[src/rtl/rate_sequence_ctrl.sv]
// Rate sequencer: steps through a small stored program of {speed, dwell} entries and
// emits a one-cycle Tick at the period selected by each step's speed code.
module rate_sequence_ctrl #(
   parameter  int CLOCK_FREQUENCY = 500,
   parameter  int NUM_STEPS       = 4,
   parameter  int DWELL_W         = 8,
   localparam int STEP_W          = $clog2(NUM_STEPS),
   localparam int DIV_W           = $clog2(4*CLOCK_FREQUENCY+1)
) (
   input  logic               ClockIn,
   input  logic               Resetn,
   input  logic               Start,
   input  logic               Stop,
   input  logic               Pause,
   input  logic               Loop,
   input  logic               ProgWrite,
   input  logic [STEP_W-1:0]  ProgAddr,
   input  logic [1:0]         ProgSpeed,
   input  logic [DWELL_W-1:0] ProgDwell,
   output logic               Tick,
   output logic [1:0]         Speed,
   output logic [STEP_W-1:0]  Step,
   output logic               Busy,
   output logic               Done,
   output logic [2:0]         StateDbg
);

   // Start/Stop are single-cycle strobes and ProgWrite a write strobe, all sampled on
   // ClockIn with no backpressure; Pause is a level.
   typedef enum logic [2:0] {
      ST_IDLE   = 3'd0,
      ST_LOAD   = 3'd1,
      ST_RUN    = 3'd2,
      ST_PAUSED = 3'd3,
      ST_DONE   = 3'd4
   } state_t;

   localparam logic [STEP_W-1:0] LAST_STEP = STEP_W'(NUM_STEPS-1);

   state_t               state, state_nxt;
   logic [STEP_W-1:0]    step, step_nxt;
   logic [1:0]           speed, speed_nxt;
   logic [DWELL_W-1:0]   dwell_cnt, dwell_nxt;
   logic [DIV_W-1:0]     div_cnt, div_nxt;
   logic                 pass_tick, pass_nxt;
   logic                 tick_c;
   logic                 advance;
   logic                 pass_any;

   logic [1:0]           prog_speed [NUM_STEPS];
   logic [DWELL_W-1:0]   prog_dwell [NUM_STEPS];
   logic [1:0]           entry_speed;
   logic [DWELL_W-1:0]   entry_dwell;

   function automatic logic [DIV_W-1:0] period_m1(input logic [1:0] code);
      case (code)
         2'b00:   period_m1 = '0;
         2'b01:   period_m1 = DIV_W'(CLOCK_FREQUENCY-1);
         2'b10:   period_m1 = DIV_W'(2*CLOCK_FREQUENCY-1);
         default: period_m1 = DIV_W'(4*CLOCK_FREQUENCY-1);
      endcase
   endfunction

   always_ff @(posedge ClockIn or negedge Resetn) begin
      if (!Resetn) begin
         for (int i = 0; i < NUM_STEPS; i++) begin
            prog_speed[i] <= 2'b00;
            prog_dwell[i] <= '0;
         end
      end else if (ProgWrite) begin
         prog_speed[ProgAddr] <= ProgSpeed;
         prog_dwell[ProgAddr] <= ProgDwell;
      end
   end

   // LOAD reads the array before any same-cycle write lands, so it sees the old entry.
   assign entry_speed = prog_speed[step];
   assign entry_dwell = prog_dwell[step];

   always_ff @(posedge ClockIn or negedge Resetn) begin
      if (!Resetn) begin
         state     <= ST_IDLE;
         step      <= '0;
         speed     <= 2'b00;
         dwell_cnt <= '0;
         div_cnt   <= '0;
         pass_tick <= 1'b0;
      end else begin
         state     <= state_nxt;
         step      <= step_nxt;
         speed     <= speed_nxt;
         dwell_cnt <= dwell_nxt;
         div_cnt   <= div_nxt;
         pass_tick <= pass_nxt;
      end
   end

   always_comb begin
      state_nxt = state;
      step_nxt  = step;
      speed_nxt = speed;
      dwell_nxt = dwell_cnt;
      div_nxt   = div_cnt;
      pass_nxt  = pass_tick;
      tick_c    = 1'b0;
      advance   = 1'b0;
      pass_any  = pass_tick;

      if (Stop) begin
         state_nxt = ST_IDLE;
         step_nxt  = '0;
         speed_nxt = 2'b00;
         pass_nxt  = 1'b0;
      end else begin
         case (state)
            ST_IDLE, ST_DONE: begin
               if (Start) begin
                  state_nxt = ST_LOAD;
                  step_nxt  = '0;
                  pass_nxt  = 1'b0;
               end
            end
            ST_LOAD: begin
               speed_nxt = entry_speed;
               dwell_nxt = entry_dwell;
               div_nxt   = period_m1(entry_speed);
               if (entry_dwell != '0) state_nxt = ST_RUN;
               else                   advance   = 1'b1;
            end
            ST_RUN: begin
               // Pause is decided first so a pending Tick waits for the resume.
               if (Pause) begin
                  state_nxt = ST_PAUSED;
               end else if (div_cnt == '0) begin
                  tick_c    = 1'b1;
                  pass_any  = 1'b1;
                  pass_nxt  = 1'b1;
                  div_nxt   = period_m1(speed);
                  dwell_nxt = dwell_cnt - DWELL_W'(1);
                  if (dwell_cnt == DWELL_W'(1)) advance = 1'b1;
               end else begin
                  div_nxt = div_cnt - DIV_W'(1);
               end
            end
            ST_PAUSED: begin
               if (!Pause) state_nxt = ST_RUN;
            end
            default: state_nxt = ST_IDLE;
         endcase

         // A pass with no Tick cannot loop, so an all-zero program always reaches DONE.
         if (advance) begin
            if (step != LAST_STEP) begin
               step_nxt  = step + STEP_W'(1);
               state_nxt = ST_LOAD;
            end else if (Loop && pass_any) begin
               step_nxt  = '0;
               pass_nxt  = 1'b0;
               state_nxt = ST_LOAD;
            end else begin
               state_nxt = ST_DONE;
            end
         end
      end
   end

   assign Tick     = tick_c;
   assign Speed    = speed;
   assign Step     = step;
   assign Busy     = (state == ST_LOAD) || (state == ST_RUN) || (state == ST_PAUSED);
   assign Done     = (state == ST_DONE);
   assign StateDbg = state;

endmodule

[config.mk]
export PLATFORM = sky130hd
export DESIGN_NAME = rate_sequence_ctrl
export DESIGN_NICKNAME = d
export VERILOG_FILES = /design/src/rtl/rate_sequence_ctrl.sv
export SDC_FILE = /design/constraint.sdc
export NUM_CORES = 1
export LEC_CHECK = 0
export ABC_AREA = 1
export CORE_MARGIN = 1.5
export CORE_UTILIZATION = 30
export CTS_CLUSTER_SIZE = 10
export DETAILED_ROUTE_END_ITERATION = 12
export SETUP_SLACK_MARGIN = 0.4
export SYNTH_ARGS = -nofsm -noshare
export SYNTH_HDL_FRONTEND = slang
export SYNTH_SLANG_ARGS = --single-unit
[constraint.sdc]
create_clock -name ClockIn -period 2.35 [get_ports ClockIn]
set_input_delay 0.3525 -clock ClockIn [delete_from_list [all_inputs] [get_ports ClockIn]]
set_output_delay 0.3525 -clock ClockIn [all_outputs]
set_load 0.01 [all_outputs]
# == Yosys cells after proc, flatten, opt, wreduce, memory -nomap -nowiden ==
# Cells that the tools add are included.
# totals
regBits,67
output_inout_bits,10
elab_cells,111
# classes
add_sub_neg,3
magnitude_cmp,3
n_eq_ne,16
n_mux,57
bitwise,3
reduce_logical,15
# ops
operator,count
11-bit case mux with 3 select lines,2
8-bit 2-to-1 mux,5
32-bit bitwise mux,1
3-bit 2-to-1 mux,8
11-bit 2-to-1 mux,2
2-bit 2-to-1 mux,11
11-bit case mux with 2 select lines,1
1-bit 2-to-1 mux,18
8-bit binary-select mux with 2-bit select,1
8-bit demux with 2-bit select,1
"4-bit != test, second input constant",4
8-bit case mux with 2 select lines,1
3-bit case mux with 4 select lines,1
11-bit logical NOT,1
"11-bit by 1-bit subtractor with 11-bit output, second input constant",1
8-bit bitwise mux,1
"8-bit by 1-bit equality test with 1-bit output, second input constant",1
4-bit AND reduction,2
8-bit nonzero test,1
"8-bit by 1-bit subtractor with 8-bit output, second input constant",1
"3-bit by 2-bit equality test with 1-bit output, second input constant",2
"3-bit >= comparator, second input constant",2
"2-bit != test, second input constant",3
2-bit inverter with 3-bit output,2
other kinds (17),24

# == Longest topological paths before layout ==
# depth
ltp_word,10
depth_mapped,13
depth_no_buf,12

# == Worst setup path before layout ==
# Ideal clock, no wire load.
# synth_timing
path_kind,register to output
from,reg div_cnt[0]
to,out Tick
t_arrival_ns,1.472
setup_slack_ns,0.526
stages_incl_launch_ff,8
cell_sequence,dfrtp_1 > inv_1 > ha_1 > nand3_2 > nor3_4 > inv_2 > buf_6 > nor2_1
# synth_via
elab_chain_cells,5
# synth_rtl
item,line_no,text
from (decl),44,"logic [DIV_W-1:0] div_cnt, div_nxt;"
from (signal assigned),93,div_cnt <= div_nxt;
11-bit logical NOT,134,end else if (div_cnt == '0) begin
1-bit 2-to-1 mux,134,
1-bit 2-to-1 mux,132,if (Pause) begin
1-bit 2-to-1 mux,115,case (state)
1-bit 2-to-1 mux,109,if (Stop) begin
to (decl),20,"output logic Tick,"
# Every way passes these cells.

# == Worst setup path after layout ==
# Ends and elaborated chain as after synthesis.

==> impl_summary.md <==
STA
Measured against its own limit, the worst slew margin works out to between 60 and 70%. Setup repair after global routing could not meet its margin everywhere. The final critical path takes up between 80% and 90% of the cycle. The total count of max-transition violations in the final report came to 0. Setup slack closes at just over 0.4 ns. For the pin with the worst max-slew slack, the measured transition is about 0.48 ns. The total count of hold-check failures in the final report is 0. The fmax is slightly above 500 MHz. Setup violations remaining at the end of the flow were counted as 0. Setup total negative slack on the finished layout was measured at 0 ns. The setup clock skew after layout is about 0.0039 ns. The post-layout minimum cycle time is 1.938 ns.

Setup path
The endpoint of the lowest-slack register-to-register path is dwell_cnt[0]. The required time at the endpoint of the critical path is 2.00 ns. The depth of the worst register-to-register path is 10. The most numerous cell type found on the critical path is sky130_fd_sc_hd__inv_2.

The data arrival at the endpoint of the critical path is 1.59 ns. Following the worst setup path forward leads to its endpoint at Tick. Tracing the worst setup path back leads to its startpoint at div_cnt[0].

The endpoint kind of the worst setup timing path is an output port. The largest driver fanout on the critical path is 4. On the worst path, the slowest cell contributes a delay of approximately 0.39 ns. The beginning of the worst register-to-register path is div_cnt[0].

The cell at the slowest stage of the critical path is sky130_fd_sc_hd__dfrtp_1. The element type at the critical path start is a register. Setup slack on the worst reg-to-reg path comes out at roughly 0.52 ns.

The path type of the worst setup path is register to output port. Walking the worst path, the cells encountered are inv_2, ha_4, nand3_4, nor3_4, inv_2, nor2_4, buf_2.

Cells and area
The final layout contains 572 nets. Once layout is complete, the utilization of the core stands at ~39%. The final instance area is between 4000 and 5000 um2.

The area growth from synthesis to layout is 25.93%. The number of fillers in the final layout is around 1.2k. The share of post-route cells with drive strength above 1 is between 10% and 20%. The number of antenna diodes in the final layout is 0.

Synthesis
The post-synthesis sequential element count is 67. After synthesis, flip-flops and latches occupy about 44% of the total area. The number of nets handed over by synthesis was 530. The netlist uses 32 different library cells.

The area of the mapped netlist is ~3800 um2. During synthesis, Yosys emitted a total of 0 warnings. The mean cell area of the mapped netlist is 7.562 um2. The gate count after technology mapping is 499.

Drt
The via count is approximately 3.4k. After detailed routing, the number of vias per cell comes to 4.739. The sum of routed wire length over all layers is ~9 mm.

In the routed design, unresolved DRC markers number 0. The detailed-router iteration count before antenna repair is 4. Once detail routing completed, the nets flagged for antenna violations numbered 0. The detailed-route wire length per cell is roughly 13 um. For this block, the initial DRC count from the detailed router was 208.

Global routing
The number of antenna violations at the first check in global routing is 0. The pin count of the biggest net entering global routing is 29. In the global route stage, overall resource usage came out at ~15%. The first global-routing pass estimated 15.12 mm of wire. Summed over all layers, the global routing overflow is 0.

The number of global-route vias before repair is 3195.

CTS
Counting along the longest clock path gives a buffer depth of 2. At the later pin of the worst-skew pair, clock insertion delay measures about 0.33 ns. Clock tree synthesis inserted a total of 9 buffers. After clock tree synthesis, the clock-pin slew on the worst setup and hold paths is 0.06 ns. The H-tree depth is 3. TritonCTS built the clock tree.

CTS saw 67 sinks. The library cell used as clock root buffer is sky130_fd_sc_hd__clkbuf_16.

Floorplan
Once the floorplan was initialized, standard cells occupied between 30% and 40% of the core. Row generation in the floorplan step produced 40 rows. The floorplan die height is 115.2 um. During I/O placement, the number of pins put on the boundary was 29. In this run the horizontal extent of the chip is between 100 and 150 um. The die covers roughly 13000 um2. The area of the core is approximately 12000 um2.

Power and ir drop
The worst-case IR drop observed on VDD is between 0.0005 and 0.0006 V. The overall power is 4.391 mW. The total leakage power is 2.235 nW. Dividing total power by cell area gives a power density of just over 900 nW/um2.

Placement
The minimum setup slack after placement is -0.005899 ns. The cell area after placement is about 4300 um2. Port buffering added 28 buffers. The routability-driven placement congestion ratio is about 0.83.

The HPWL after detailed placement is roughly 6.3 mm.

Worst hold path
In this run the worst hold path is classified as register to register.

Run status
The run finished with clean final reports.

Job
The max capacitance violation total is 0.
[worst max-delay path, delay by kind of cell, from the launching register on]
family | cells | cell delay, ns
AND/OR/NAND/NOR | 3 | 0.41
flip-flops | 1 | 0.39
buffers and inverters | 3 | 0.29
adder cells (fa/ha/maj) | 1 | 0.17
[cell usage after synthesis, drive strengths merged]
cell type / count / share of area, %
a21oi: 11 / 1.8
a22oi: 8 / 1.6
a2bb2oi: 2 / 0.46
a31oi: 1 / 0.17
and2: 1 / 0.17
buf: 7 / 1.3
clkbuf: 14 / 1.4
dfrtp: 67 / 44
ha: 12 / 4.0
inv: 52 / 5.2
nand2: 143 / 14
nand3: 38 / 5.2
nand4: 5 / 0.99
nor2: 45 / 4.9
nor3: 3 / 0.70
nor4: 3 / 0.50
o211ai: 3 / 0.60
o21ai: 72 / 9.8
o22ai: 3 / 0.50
xnor2: 1 / 0.23
xor2: 8 / 1.9
[placed cells by master (no fill, tap or decap), types with 9 or more instances in the layout]
master	synthesis	final
sky130_fd_sc_hd__buf_4	0	21
sky130_fd_sc_hd__nand3_1	37	37
sky130_fd_sc_hd__nor2_1	41	38
sky130_fd_sc_hd__ha_1	12	11
sky130_fd_sc_hd__inv_1	49	46
sky130_fd_sc_hd__clkbuf_16	0	9
sky130_fd_sc_hd__nand2_1	141	139
sky130_fd_sc_hd__o21ai_0	55	55
sky130_fd_sc_hd__o21ai_1	14	14
sky130_fd_sc_hd__clkdlybuf4s50_1	0	24
sky130_fd_sc_hd__a21oi_1	10	10
sky130_fd_sc_hd__dfrtp_1	67	65
[cell type report]
class,count,area [um2],area share [%]
clock inverter,6,90.09,1.896
timing repair buffer,52,474.2,9.979
multi-input combinational,359,1872,39.39
sequential,67,1679,35.33
tap,168,210.2,4.423
clock buffer,9,225.2,4.739
inverter,52,201.4,4.239
[flip-flops by register name, summed over array words and instances, names as in the netlist]
register and count:
pass_tick 1, StateDbg 3, prog_dwell 32, Step 2, div_cnt 11, prog_speed 8
dwell_cnt 8, Speed 2
[report_power, final]
part | switching (mW) | internal (mW) | leakage (nW) | total [mW]
Sequential | 0.211 | 1.43 | 0.832 | 1.64
Clock | 0.513 | 0.926 | 0.152 | 1.44
Combinational | 0.761 | 0.547 | 1.25 | 1.31
[worst min path at each step]
stage                               from              to  slack (ns)  depth (start not counted)
after global placement            Resetn      div_cnt[2]        0.33                          1
after detailed placement          Resetn      div_cnt[9]        0.34                          1
final                     prog_dwell[14]  prog_dwell[14]        0.48                          2
after CTS                  prog_dwell[7]   prog_dwell[7]        0.49                          2
after floorplan                   Resetn        Speed[0]        0.06                          0
after global routing       prog_speed[0]   prog_speed[0]        0.51                          2
[per-layer routing]
layer / vias to the layer above / wire length [um] / track usage [%] / share of wire [%]
met5: - / 0 / 0 / 0
met4: 0 / 91 / 5.597 / 0.99
met3: 8 / 341 / 3.321 / 3.7
met2: 65 / 4298 / 23.89 / 47
met1: 1601 / 4433 / 19.01 / 48
li1: 1705 / - / - / -
[through the flow]
stage / std cells / hold slack [ns]
after CTS: 710 / 0.4874
after global placement: 692 / 0.3323
after floorplan: 499 / 0.05691
after detailed placement: 692 / 0.3383
after global routing: 713 / 0.5078
final: 713 / 0.4825
[what timing repair did]
item | 4_1_cts | 5_1_grt
pin swaps | 1 | 3
hold buffers | 1 | 0
cloned | 0 | 0
buffers inserted | 2 | 3
endpoints found under the setup margin | 11 | 20
gates resized for setup | 11 | 17
endpoints found under the hold margin | 17 | 0
[logic make-up (layout without fill, tap and decap cells)]
kind of cell    Yosys count  in the layout  synth area share [%]
compound gates          100            100                 14.92
xor+xnor                  9              9                 2.089
fa+ha+maj                12             12                 3.979
buf+inv                  73            119                 7.825
flops                    67             67                 44.43
simple gates            238            238                 26.76
(Power assumes the default switching activity.)
